[config.mk]
export PLATFORM = sky130hd
export DESIGN_NAME = hazard_fwd_unit_flat
export DESIGN_NICKNAME = d
export VERILOG_FILES = /design/src/rtl/hazard_fwd_unit_if.sv /design/src/rtl/hazard_fwd_unit.sv /design/src/flat_wrapper.sv
export SDC_FILE = /design/constraint.sdc
export NUM_CORES = 1
export LEC_CHECK = 0
export ABC_AREA = 1
export BUFFER_PORTS_ARGS = -buffer_cell sky130_fd_sc_hd__buf_4
export CAP_MARGIN = 20
export CORE_MARGIN = 3
export CORE_UTILIZATION = 45
export CTS_BUF_LIST = sky130_fd_sc_hd__clkbuf_8
export CTS_CLUSTER_SIZE = 12
export DETAILED_ROUTE_END_ITERATION = 8
export GPL_ROUTABILITY_DRIVEN = 1
export HOLD_SLACK_MARGIN = 0.02
export MAX_ROUTING_LAYER = met4
export PLACE_DENSITY = 0.68
export SKIP_LAST_GASP = 1
export SLEW_MARGIN = 0
export SYNTH_ARGS = -nofsm -noshare
export SYNTH_HDL_FRONTEND = slang
export SYNTH_SLANG_ARGS = --single-unit
[constraint.sdc]
create_clock -name clk -period 3.45 [get_ports clk]
set_clock_uncertainty 0.05 [all_clocks]
set_input_delay 0.1725 -clock clk [delete_from_list [all_inputs] [get_ports clk]]
set_output_delay 0.1725 -clock clk [all_outputs]
set_load 0.01 [all_outputs]
[src/rtl/hazard_fwd_unit_if.sv]
// rtl/hazard_fwd_unit_if.sv - ID-stage request / hazard-and-forwarding response bundle
//
// Purpose: groups the ID-stage instruction fields and pipeline control inputs
// with the forwarding selects, stall/bubble controls and stall counter
// returned by hazard_fwd_unit.
// Ports (master drives, slave receives):
//   freeze, ex_flush            pipeline hold / EX-resolved squash
//   id_valid, id_rs1, id_rs2    ID instruction presence and sources
//   id_use_rs1, id_use_rs2      ID instruction actually reads rs1/rs2
//   id_rd, id_reg_write         ID destination and write enable
//   id_mem_read                 ID instruction is a load
// Ports (slave drives, master receives):
//   fwd_sel_a, fwd_sel_b        EX operand mux selects (00 RF, 01 MEM, 10 WB)
//   stall, bubble_ex            hold PC+IF/ID, load NOP into ID/EX
//   load_use_cnt                saturating load-use stall count
interface hazard_fwd_unit_if #(
  parameter int REG_ADDR_W = 5,
  parameter int CNT_W      = 16
);
  logic                  freeze;
  logic                  ex_flush;
  logic                  id_valid;
  logic [REG_ADDR_W-1:0] id_rs1;
  logic [REG_ADDR_W-1:0] id_rs2;
  logic                  id_use_rs1;
  logic                  id_use_rs2;
  logic [REG_ADDR_W-1:0] id_rd;
  logic                  id_reg_write;
  logic                  id_mem_read;
  logic [1:0]            fwd_sel_a;
  logic [1:0]            fwd_sel_b;
  logic                  stall;
  logic                  bubble_ex;
  logic [CNT_W-1:0]      load_use_cnt;

  modport master (
    output freeze, ex_flush, id_valid, id_rs1, id_rs2, id_use_rs1, id_use_rs2,
           id_rd, id_reg_write, id_mem_read,
    input  fwd_sel_a, fwd_sel_b, stall, bubble_ex, load_use_cnt
  );

  modport slave (
    input  freeze, ex_flush, id_valid, id_rs1, id_rs2, id_use_rs1, id_use_rs2,
           id_rd, id_reg_write, id_mem_read,
    output fwd_sel_a, fwd_sel_b, stall, bubble_ex, load_use_cnt
  );
endinterface

[src/rtl/hazard_fwd_unit.sv]
// rtl/hazard_fwd_unit.sv - 5-stage pipeline load-use hazard and EX operand forwarding controller
//
// Purpose: shadows destination-register state of the EX and MEM stages,
// registers the EX operand forwarding selects as each instruction enters EX,
// detects load-use hazards (one-cycle stall + EX bubble) and counts them.
// Ports:
//   clk  core clock, rising-edge state updates
//   rst  synchronous active-high reset
//   bus  hazard_fwd_unit_if.slave: ID fields and controls in, selects/stall out
module hazard_fwd_unit #(
  parameter int REG_ADDR_W = 5,
  parameter int CNT_W      = 16
) (
  input  logic                clk,
  input  logic                rst,
  hazard_fwd_unit_if.slave    bus
);

  // The WB stage's writer is never consulted: WB forwarding is chosen from
  // the MEM slot at the edge the producer moves MEM->WB, so only EX and MEM
  // destination state needs to be retained.
  logic                  ex_valid_q, ex_valid_d;
  logic [REG_ADDR_W-1:0] ex_rd_q, ex_rd_d;
  logic                  ex_rw_q, ex_rw_d;
  logic                  ex_mr_q, ex_mr_d;
  logic                  mem_valid_q, mem_valid_d;
  logic [REG_ADDR_W-1:0] mem_rd_q, mem_rd_d;
  logic                  mem_rw_q, mem_rw_d;
  logic [1:0]            sel_a_q, sel_a_d;
  logic [1:0]            sel_b_q, sel_b_d;
  logic [CNT_W-1:0]      cnt_q, cnt_d;

  logic ex_p1, ex_p2, mem_p1, mem_p2;
  logic hz, bubble;

  // x0 is hardwired zero: never a forwarding source, never a hazard.
  function automatic logic produces(input logic v, input logic rw,
                                    input logic [REG_ADDR_W-1:0] rd,
                                    input logic [REG_ADDR_W-1:0] r);
    return v && rw && (rd == r) && (r != '0);
  endfunction

  assign ex_p1  = produces(ex_valid_q,  ex_rw_q,  ex_rd_q,  bus.id_rs1);
  assign ex_p2  = produces(ex_valid_q,  ex_rw_q,  ex_rd_q,  bus.id_rs2);
  assign mem_p1 = produces(mem_valid_q, mem_rw_q, mem_rd_q, bus.id_rs1);
  assign mem_p2 = produces(mem_valid_q, mem_rw_q, mem_rd_q, bus.id_rs2);

  // A flush squashes the dependent instruction, so the hazard is moot.
  assign hz = bus.id_valid && ex_mr_q && !bus.ex_flush &&
              ((bus.id_use_rs1 && ex_p1) || (bus.id_use_rs2 && ex_p2));
  assign bubble = hz || bus.ex_flush;

  assign bus.stall        = hz;
  assign bus.bubble_ex    = bubble;
  assign bus.fwd_sel_a    = sel_a_q;
  assign bus.fwd_sel_b    = sel_b_q;
  assign bus.load_use_cnt = cnt_q;

  always_comb begin
    ex_valid_d  = ex_valid_q;
    ex_rd_d     = ex_rd_q;
    ex_rw_d     = ex_rw_q;
    ex_mr_d     = ex_mr_q;
    mem_valid_d = mem_valid_q;
    mem_rd_d    = mem_rd_q;
    mem_rw_d    = mem_rw_q;
    sel_a_d     = sel_a_q;
    sel_b_d     = sel_b_q;
    cnt_d       = cnt_q;
    if (!bus.freeze) begin
      mem_valid_d = ex_valid_q;
      mem_rd_d    = ex_rd_q;
      mem_rw_d    = ex_rw_q;
      if (bubble) begin
        ex_valid_d = 1'b0;
        ex_rd_d    = '0;
        ex_rw_d    = 1'b0;
        ex_mr_d    = 1'b0;
        sel_a_d    = 2'b00;
        sel_b_d    = 2'b00;
      end else begin
        ex_valid_d = bus.id_valid;
        ex_rd_d    = bus.id_rd;
        ex_rw_d    = bus.id_reg_write;
        ex_mr_d    = bus.id_mem_read;
        // Current EX becomes MEM (01), current MEM becomes WB (10);
        // checking EX first makes the youngest writer win.
        sel_a_d = !bus.id_use_rs1 ? 2'b00 : ex_p1 ? 2'b01 : mem_p1 ? 2'b10 : 2'b00;
        sel_b_d = !bus.id_use_rs2 ? 2'b00 : ex_p2 ? 2'b01 : mem_p2 ? 2'b10 : 2'b00;
      end
      if (hz && (cnt_q != '1)) cnt_d = cnt_q + 1'b1;
    end
  end

  always_ff @(posedge clk) begin
    if (rst) begin
      ex_valid_q  <= 1'b0;
      ex_rd_q     <= '0;
      ex_rw_q     <= 1'b0;
      ex_mr_q     <= 1'b0;
      mem_valid_q <= 1'b0;
      mem_rd_q    <= '0;
      mem_rw_q    <= 1'b0;
      sel_a_q     <= 2'b00;
      sel_b_q     <= 2'b00;
      cnt_q       <= '0;
    end else begin
      ex_valid_q  <= ex_valid_d;
      ex_rd_q     <= ex_rd_d;
      ex_rw_q     <= ex_rw_d;
      ex_mr_q     <= ex_mr_d;
      mem_valid_q <= mem_valid_d;
      mem_rd_q    <= mem_rd_d;
      mem_rw_q    <= mem_rw_d;
      sel_a_q     <= sel_a_d;
      sel_b_q     <= sel_b_d;
      cnt_q       <= cnt_d;
    end
  end

endmodule

[src/flat_wrapper.sv]
// flat-port wrapper written by rule: the top's interface ports become plain ports
module hazard_fwd_unit_flat 
#(
  parameter int REG_ADDR_W = 5,
  parameter int CNT_W      = 16
)
  (clk, rst, bus_freeze, bus_ex_flush, bus_id_valid, bus_id_rs1, bus_id_rs2, bus_id_use_rs1, bus_id_use_rs2, bus_id_rd, bus_id_reg_write, bus_id_mem_read, bus_fwd_sel_a, bus_fwd_sel_b, bus_stall, bus_bubble_ex, bus_load_use_cnt);
  hazard_fwd_unit_if #(.REG_ADDR_W(REG_ADDR_W), .CNT_W(CNT_W)) bus_i ();
  input  logic clk;
  input  logic rst;
  input wire logic [$bits(bus_i.freeze)-1:0] bus_freeze;
  input wire logic [$bits(bus_i.ex_flush)-1:0] bus_ex_flush;
  input wire logic [$bits(bus_i.id_valid)-1:0] bus_id_valid;
  input wire logic [$bits(bus_i.id_rs1)-1:0] bus_id_rs1;
  input wire logic [$bits(bus_i.id_rs2)-1:0] bus_id_rs2;
  input wire logic [$bits(bus_i.id_use_rs1)-1:0] bus_id_use_rs1;
  input wire logic [$bits(bus_i.id_use_rs2)-1:0] bus_id_use_rs2;
  input wire logic [$bits(bus_i.id_rd)-1:0] bus_id_rd;
  input wire logic [$bits(bus_i.id_reg_write)-1:0] bus_id_reg_write;
  input wire logic [$bits(bus_i.id_mem_read)-1:0] bus_id_mem_read;
  output wire logic [$bits(bus_i.fwd_sel_a)-1:0] bus_fwd_sel_a;
  output wire logic [$bits(bus_i.fwd_sel_b)-1:0] bus_fwd_sel_b;
  output wire logic [$bits(bus_i.stall)-1:0] bus_stall;
  output wire logic [$bits(bus_i.bubble_ex)-1:0] bus_bubble_ex;
  output wire logic [$bits(bus_i.load_use_cnt)-1:0] bus_load_use_cnt;
  assign bus_i.freeze = bus_freeze;
  assign bus_i.ex_flush = bus_ex_flush;
  assign bus_i.id_valid = bus_id_valid;
  assign bus_i.id_rs1 = bus_id_rs1;
  assign bus_i.id_rs2 = bus_id_rs2;
  assign bus_i.id_use_rs1 = bus_id_use_rs1;
  assign bus_i.id_use_rs2 = bus_id_use_rs2;
  assign bus_i.id_rd = bus_id_rd;
  assign bus_i.id_reg_write = bus_id_reg_write;
  assign bus_i.id_mem_read = bus_id_mem_read;
  assign bus_fwd_sel_a = bus_i.fwd_sel_a;
  assign bus_fwd_sel_b = bus_i.fwd_sel_b;
  assign bus_stall = bus_i.stall;
  assign bus_bubble_ex = bus_i.bubble_ex;
  assign bus_load_use_cnt = bus_i.load_use_cnt;
  hazard_fwd_unit #(.REG_ADDR_W(REG_ADDR_W), .CNT_W(CNT_W)) u_core (.clk(clk), .rst(rst), .bus(bus_i));
endmodule
After elaboration in Yosys (flattened, before gate mapping)
Index checks and enable logic that the tools add are counted.
Widths: inputs -> output; s select.
- add/sub/neg operators: 1
- equal/unequal tests: 5
- mux-type cells: 12
- bitwise gates (word level): 1
- reductions and logical operators: 22
- operators by type and width (kind ; number):
    $eq 5x5->1 ; 4
    $add 16x1->16 const B ; 1
    $logic_and 1x1->1 ; 16
    $mux 2 ; 8
    $ne 16x16->1 const B ; 1
    $reduce_bool 5->1 ; 2
    $mux 5 ; 1
    $mux 1 ; 3
    $logic_or 1x1->1 ; 2
    $reduce_and 2->1 ; 1
    $logic_not 1->1 ; 1
    $not 1->1 ; 1
- flip-flop bits (word level): 35
- input bits: 24
- output and inout bits: 22
- logic and storage cells: 51

Longest topological paths before layout
Gate-level depths: netlist of the first run.
- depth after elaboration: 8
- gate-level depth with buffers: 12
- depth with buffers taken out: 11

Worst setup path after synthesis of the first run
No wires, ideal clock.
- kind: register -> register
- start point: register u_core.cnt_q[1] (netlist: u_core.bus.load_use_cnt[1])
- end point: register u_core.cnt_q[3] (netlist: u_core.bus.load_use_cnt[3])
- setup time: 0.114 ns
- arrival: 1.523 ns
- required time: 3.286 ns
- setup slack: 1.763 ns
- cell stages (with the launch flop): 11
- buffers on the path: 0
- period minus slack after synthesis: 1.687 ns
- path through: dfxtp_1 -> ha_1 -> nand2_1 -> nor2_1 -> nand2_1 -> nor3_1 -> nand3_1 -> nand4_1 -> nand2_1 -> inv_1 -> nor2_1
- cells in the longest elaborated chain, start to end: 3
- elaborated cells on any way between the ends: 4
- classes of those cells: add/sub: 1; eq/ne: 1; reduce/logical: 2
- RTL lines (what ; RTL line ; source):
    start: declaration ; hazard_fwd_unit.sv:31 ; logic [CNT_W-1:0] cnt_q, cnt_d;
    start signal: assignment ; hazard_fwd_unit.sv:117 ; cnt_q <= cnt_d;
    branches (longest 3 deep; another with $add 16x1->16) ; -- ;
Parallel ways; which one is timed is not known.
A chain may end at the register's enable or synchronous reset.

Final worst setup path of the first run
- start point: register u_core.ex_rd_q[1]
- end point: output bus_bubble_ex
- cells in the longest elaborated chain, start to end: 7
- elaborated cells on any way between the ends: 11
- classes of those cells: eq/ne: 2; reduce/logical: 9
- RTL lines (what ; RTL line ; source):
    start: declaration ; hazard_fwd_unit.sv:23 ; logic [REG_ADDR_W-1:0] ex_rd_q, ex_rd_d;
    start signal: assignment ; hazard_fwd_unit.sv:109 ; ex_rd_q <= ex_rd_d;
    $eq 5x5->1 ; hazard_fwd_unit.sv:40 ; return v && rw && (rd == r) && (r != '0);
    $logic_and 1x1->1 (2 in a row) ; hazard_fwd_unit.sv:40 ;
    $logic_and 1x1->1 ; hazard_fwd_unit.sv:50 ; ((bus.id_use_rs1 && ex_p1) || (bus.id_use_rs2 && ex_p2));
    $logic_or 1x1->1 (*) ; hazard_fwd_unit.sv:50 ;
    $logic_and 1x1->1 (*) ; hazard_fwd_unit.sv:49 ; assign hz = bus.id_valid && ex_mr_q && !bus.ex_flush &&
    $logic_or 1x1->1 (*) ; hazard_fwd_unit.sv:51 ; assign bubble = hz || bus.ex_flush;
    end: declaration ; flat_wrapper.sv:24 ; output wire logic [$bits(bus_i.bubble_ex)-1:0] bus_bubble_ex;
Mark *: on every way between the ends. The rest lies on a longest branch, timed or not.

==> impl_metrics.tcl, run 1 <==
set metrics [dict create \
    outcome "finished, final reports clean" \
    vias 2129 \
    start_util_pct 47.6 \
    min_path_cells 3 \
    antennaDiodeCount 0 \
    wl_per_cell_um 12.2 \
    vias_per_cell 5.03 \
    clock.fmax_ghz 0.493 \
    postCtsHoldBufs 0 \
    finalCritPeriodShare_pct 58.8 \
    peakVddDrop_v 0.000169 \
    tightestPinTransition_ns 0.578 \
    stdcell_area_sq_um 2580 \
    antenna_found_initial 0 \
    boundaryPins 46 \
    drt_wl_total_um 5170 \
    synth_simple_gate_area_share_pct 39.2 \
    synth_top_area_share_pct 33.1 \
    grt_pass1_vias 1871 \
    post-dp-hpwl_um 3760 \
    synth.area.mux_share_pct 0 \
    clock-sinks 35 \
    rsz0062_at_grt "no" \
    synth_xor_area_share_pct 6.21 \
    core_area_sq_um 4440 \
    fp.dieH_um 74.6 \
    syn2layout_area_growth_pct 22.0 \
    rr_worst_depth 10 \
    drive_above_1_share_pct 18.3 \
    ys_types 31 \
    r2r_end "u_core.bus.load_use_cnt[3]" \
    crit_fanout 14 \
    fin_nets 395 \
    worstPathArrival_ns 1.81 \
    synth_top_cell_by_area "dfxtp_1" \
    overflow 0 \
    p_leak_uw 0.00123 \
    synth_top_family_by_area "simple AND/OR/NAND/NOR gates" \
    synth_fp_nets 351 \
    crit_chain "inv_1 -> nand2_1 -> nand3_1 -> nor2_1 -> nand3_1 -> nand2_4 -> nand2_2 -> nand2_1 -> buf_4" \
    syn_avg_cell_area_sq_um 6.49 \
    worstSkewPairLatency_ns 0.29 \
    required_ns 3.23 \
    synthFlopType "dfxtp_1" \
    clk_pin_slew_ns 0.07 \
    slew_headroom_pct 61.4 \
    critPathTopFamily "simple AND/OR/NAND/NOR gates" \
    synth-warning-count 0 \
    r2r_start "u_core.bus.load_use_cnt[0]" \
    cpPeakStageDelay_ns 0.40 \
    power_density_nw_per_um2 326 \
    synth_edf_count 0 \
    cts_tree "yes" \
    h-tree-depth 2 \
    fp.dieArea_sq_um 5560 \
    finalSetupViolCount 0 \
    min_period_ns 2.03 \
    drt_pre_antenna_iters 5 \
    syn_area_sq_um 2110 \
    cts-root-buf "clkbuf_8" \
    cp_slowest_cell "dfxtp_1" \
    route.detailed.drc 0 \
    synth-compound-area-share_pct 10.2 \
    synth.area.top_cells "dfxtp_1 33%, nand2_1 14%, nor2_1 8.3%" \
    hold_end "u_core.ex_rd_q[1]" \
    dpl.cell_count 415 \
    hold_viol 0 \
    power_uw 840 \
    grt_max_degree 25 \
    finalSetupTns_ns 0 \
    path_buf_inv 2 \
    synthAdderAreaFrac_pct 0.592 \
    cts_made_buffers 5 \
    cts_buffer_depth 2 \
    final-max-slew-violation-count 0 \
    yosysMostFrequentCell "nand2_1" \
    end_kind "primary output" \
    grt_pass1_wl_um 8650 \
    globalplace.congestion 0.888 \
    postCtsSetupRepairBufs 0 \
    ys_top_cells_by_count "80 x nand2_1, 47 x nor2_1, 46 x inv_1" \
    hp-start "bus_id_rd[1]" \
    port_buffers 45 \
    cap_violations 0 \
    worstSetupStartpointType "flip-flop" \
    n_fill_cell 447 \
    hold_path.class "in2reg" \
    async_flop_share_pct 0 \
    detailed_place.area_sq_um 2480 \
    rows 24 \
    drtIter0Drc 133 \
    antenna_left 0 \
    worst-setup-path-type "reg2out" \
    synthCells 326 \
    final_cells 423 \
    cts-resized-gates 0 \
    die_w_um 74.6 \
    reg2reg_setup_slack_ns 1.52 \
    track_usage_pct 20.8 \
    synth-seq-cells 35 \
    ys_seq_area_share_pct 33.1 \
]
-- layout by cell type (no fill, tap or decap), types with 4 or more instances in the layout --
master,instances
nand2_1,80
nor2_1,47
nand4_1,20
inv_1,47
o21ai_0,10
clkbuf_8,7
a21oi_1,19
xor2_1,11
nor3_1,4
buf_4,46
nor2_2,5
o21bai_1,7
dfxtp_1,35
nand3_1,12
xnor2_1,4
-- registers in the layout, indices dropped and copies added (netlist names) --
| name | flops |
|---|---|
| u_core.ex_mr_q | 1 |
| u_core.mem_valid_q | 1 |
| u_core.ex_valid_q | 1 |
| u_core.bus.fwd_sel_a | 2 |
| u_core.mem_rd_q | 5 |
| u_core.bus.load_use_cnt | 16 |
| u_core.ex_rw_q | 1 |
| u_core.mem_rw_q | 1 |
| u_core.bus.fwd_sel_b | 2 |
| u_core.ex_rd_q | 5 |
-- through the flow --
step                utilization (%)  worst slack (ns)  hold slack (ns)
CTS                            58.0              1.42            0.113
finish                         58.0              1.42            0.116
global placement               55.8              1.67            0.408
global route                   58.0              1.24            0.125
floorplan                         -              1.76            0.280
detailed placement             55.8              1.58            0.407
-- metal layers --
layer,vias up,global-route usage (%),wire [um]
li1,1126,-,-
met1,954,29.2,2690
met2,43,29.8,2180
met3,6,4.19,235
met4,0,6.52,70
met5,-,-,0
-- cell families (layout without fill, tap and decap cells) --
| family | count (synthesis) | after routing |
|---|---|---|
| AOI/OAI and AO/OA | 38 | 38 |
| xor gates and xnor gates | 15 | 15 |
| adders and majority gates | 1 | 1 |
| buffers and inverters | 57 | 102 |
| DFF | 35 | 35 |
| and+or+nand+nor | 180 | 180 |
-- area by class of cell --
cell class	count	area, sq um	share of cell area (%)
well taps	52	65.1	2.52
flip-flops and latches	35	701	27.2
inverters	48	180	6.99
clock inverters	1	3.75	0.146
repair buffers	46	345	13.4
multi-input cells	234	1190	46.0
clock buffers	7	96.3	3.74
-- worst max path at each step --
| stage | start | endpoint | slack (ns) | cells past startpoint |
|---|---|---|---|---|
| after floorplan | u_core.bus.load_use_cnt[1] | u_core.bus.load_use_cnt[3] | 1.76 | 10 |
| after global placement | u_core.bus.load_use_cnt[0] | u_core.bus.load_use_cnt[2] | 1.67 | 9 |
| after detailed placement | u_core.bus.load_use_cnt[1] | u_core.bus.load_use_cnt[5] | 1.58 | 10 |
| after CTS | u_core.ex_rd_q[1] | bus_bubble_ex | 1.42 | 9 |
| after global routing | u_core.ex_rd_q[3] | bus_stall | 1.24 | 8 |
| final | u_core.ex_rd_q[1] | bus_bubble_ex | 1.42 | 9 |
-- where the power goes --
part | switching, uW | leakage [uW] | internal [uW]
Clock | 148 | 0.0000557 | 179
Combinational | 50.1 | 0.000886 | 40.9
Sequential | 8.54 | 0.000285 | 414
Total | 206 | 0.00123 | 634
-- worst min-delay path, cell delays in order --
cell	delay [ns]
buf_4	0.11
nand4_1	0.08
a21oi_1	0.06
Power figures use the tool's default switching activity.
==> inputs of run 2 (changes only) <==
- clock period: 3.45 -> 1.9 ns (I/O delays scaled with it)
==> impl_metrics.tcl, run 2 (synthesis results as in run 1) <==
set metrics [dict create \
    outcome "finished, final reports clean" \
    drt_wl_total_um 5420 \
    tightestPinTransition_ns 0.611 \
    worstSkewPairLatency_ns 0.29 \
    r2r_end "u_core.bus.load_use_cnt[6]" \
    start_util_pct 47.6 \
    largest_reg_flops 16 \
    stdcell_area_sq_um 2680 \
    comb_power_share_pct 11.5 \
    hold_viol 0 \
    netSwitchingFraction_pct 25.7 \
    worstPathArrival_ns 1.67 \
    die_w_um 74.6 \
    fin_util_pct 60.2 \
    vias 2167 \
    final_cells 429 \
    globalplace.congestion 0.872 \
    cap_violations 0 \
    track_usage_pct 20.7 \
    p_leak_uw 0.00125 \
    required_ns 1.75 \
    peakVddDrop_v 0.000373 \
    timing.critical_path.to "bus_bubble_ex" \
    drive_above_1_share_pct 22.8 \
    drtIter0Drc 112 \
    route.detailed.drc 0 \
    grt_pass1_vias 1846 \
    core_area_sq_um 4440 \
    reg2reg_setup_slack_ns 0.12 \
    hold_path.class "in2reg" \
    grt_pass1_wl_um 8570 \
    cts_buffer_depth 2 \
    finalSetupViolCount 0 \
    clk_pin_slew_ns 0.07 \
    p_clk_share_pct 37.3 \
    syn2layout_area_growth_pct 26.6 \
    end_kind "primary output" \
    internal_power_uw 1110 \
    detailed_place.area_sq_um 2500 \
    rr_worst_depth 10 \
    cts_made_buffers 5 \
    power.switching_uw 385 \
    mostFrequentLayoutCells "80 x nand2_1, 52 x buf_4, 46 x inv_1, 43 x nor2_1, 32 x dfxtp_1" \
    antenna_found_initial 0 \
    h-tree-depth 2 \
    overflow 0 \
    port_buffers 45 \
    vias_per_cell 5.05 \
    hp-start "bus_id_rd[1]" \
    final_common_cell "nand2_1" \
    antennaDiodeCount 0 \
    fin_nets 402 \
    antenna_left 0 \
    p_seq_share_pct 51.2 \
    grt_max_degree 25 \
    fp.dieH_um 74.6 \
    worst-setup-path-type "reg2out" \
    postCtsHoldBufs 0 \
    final-max-slew-violation-count 0 \
    post-dp-hpwl_um 3870 \
    crit_fanout 14 \
    wl_per_cell_um 12.6 \
    r2r_start "u_core.bus.load_use_cnt[0]" \
    rsz0062_at_grt "yes" \
    cts_tree "yes" \
    dpl.cell_count 418 \
    rows 24 \
    worstSetupStartpointType "flip-flop" \
    power_density_nw_per_um2 560 \
    cts-root-buf "clkbuf_8" \
    setup.worst_path.start "u_core.ex_rw_q" \
    clock.fmax_ghz 0.552 \
    finalCritPeriodShare_pct 95.3 \
    boundaryPins 46 \
    slew_headroom_pct 59.2 \
    fp.dieArea_sq_um 5560 \
    clock-sinks 35 \
    min_period_ns 1.81 \
    drt_pre_antenna_iters 4 \
]
run 2: changes by cell type in the layout (fill, tap and decap cells not counted), sizes merged:
cell,previous run,this run
buf,46,53
clkbuf,7,6
clkinv,0,1
inv,49,48
run 2: routing by layer:
| metal | track usage [%] | share of wire [%] |
|---|---|---|
| met1 | 28.5 | 49 |
| met3 | 4.19 | 4.7 |
| met4 | 5.93 | 0.87 |
| met2 | 30.8 | 45 |
| met5 | - | 0 |
run 2: worst min path at each step:
stage / cells after the start / slack, ns / endpoint
3_3_place_gp: 3 / 0.33 / u_core.ex_rd_q[4]
6_report: 3 / 0.03 / u_core.ex_rd_q[1]
2_1_floorplan: 2 / 0.20 / u_core.ex_valid_q
3_5_place_dp: 3 / 0.34 / u_core.ex_rd_q[1]
5_1_grt: 3 / 0.03 / u_core.ex_rd_q[1]
4_1_cts: 3 / 0.02 / u_core.ex_rd_q[1]
run 2: worst max-delay path, stage by stage, from the launching register on:
cell and delay (ns):
dfxtp_1 0.34, nand2_1 0.11, nand3b_1 0.19, nor2_2 0.16
nand3_2 0.11, nand2_4 0.15, nand2_8 0.10, nand2_1 0.08
buf_4 0.12
run 2: power groups by stage:
stage	logic, uW	registers [uW]	clock network (uW)
after floorplan	91.8	780	0
after global placement	167	783	0
after detailed placement	168	783	0
after CTS	169	766	566
after global routing	191	770	596
final	172	767	558
run 2: through the flow:
step	setup TNS (ns)	total power (uW)	hold slack (ns)	worst slack [ns]
final	0	1500	0.0286	0.0891
after global routing	-0.0246	1560	0.0323	-0.0187
after CTS	-0.0122	1500	0.0214	-0.0122
after detailed placement	-0.0998	951	0.340	-0.0508
after global placement	0	950	0.334	0.123
after floorplan	0	872	0.203	0.213
run 2: area by class of cell:
class | instances | area (sq um)
clock buffers | 6 | 82.6
well taps | 52 | 65.1
inverters | 48 | 180
fillers | 450 | 1770
multi-input cells | 234 | 1230
clock inverters | 1 | 5.00
repair buffers | 53 | 410
flip-flops and latches | 35 | 704
run 2: timing repair:
item / CTS / global route
pin swaps: 1 / 2
resized for setup: 3 / 10
cloned: 0 / 0
setup buffers: 0 / 4
setup endpoints to repair: 9 / 17
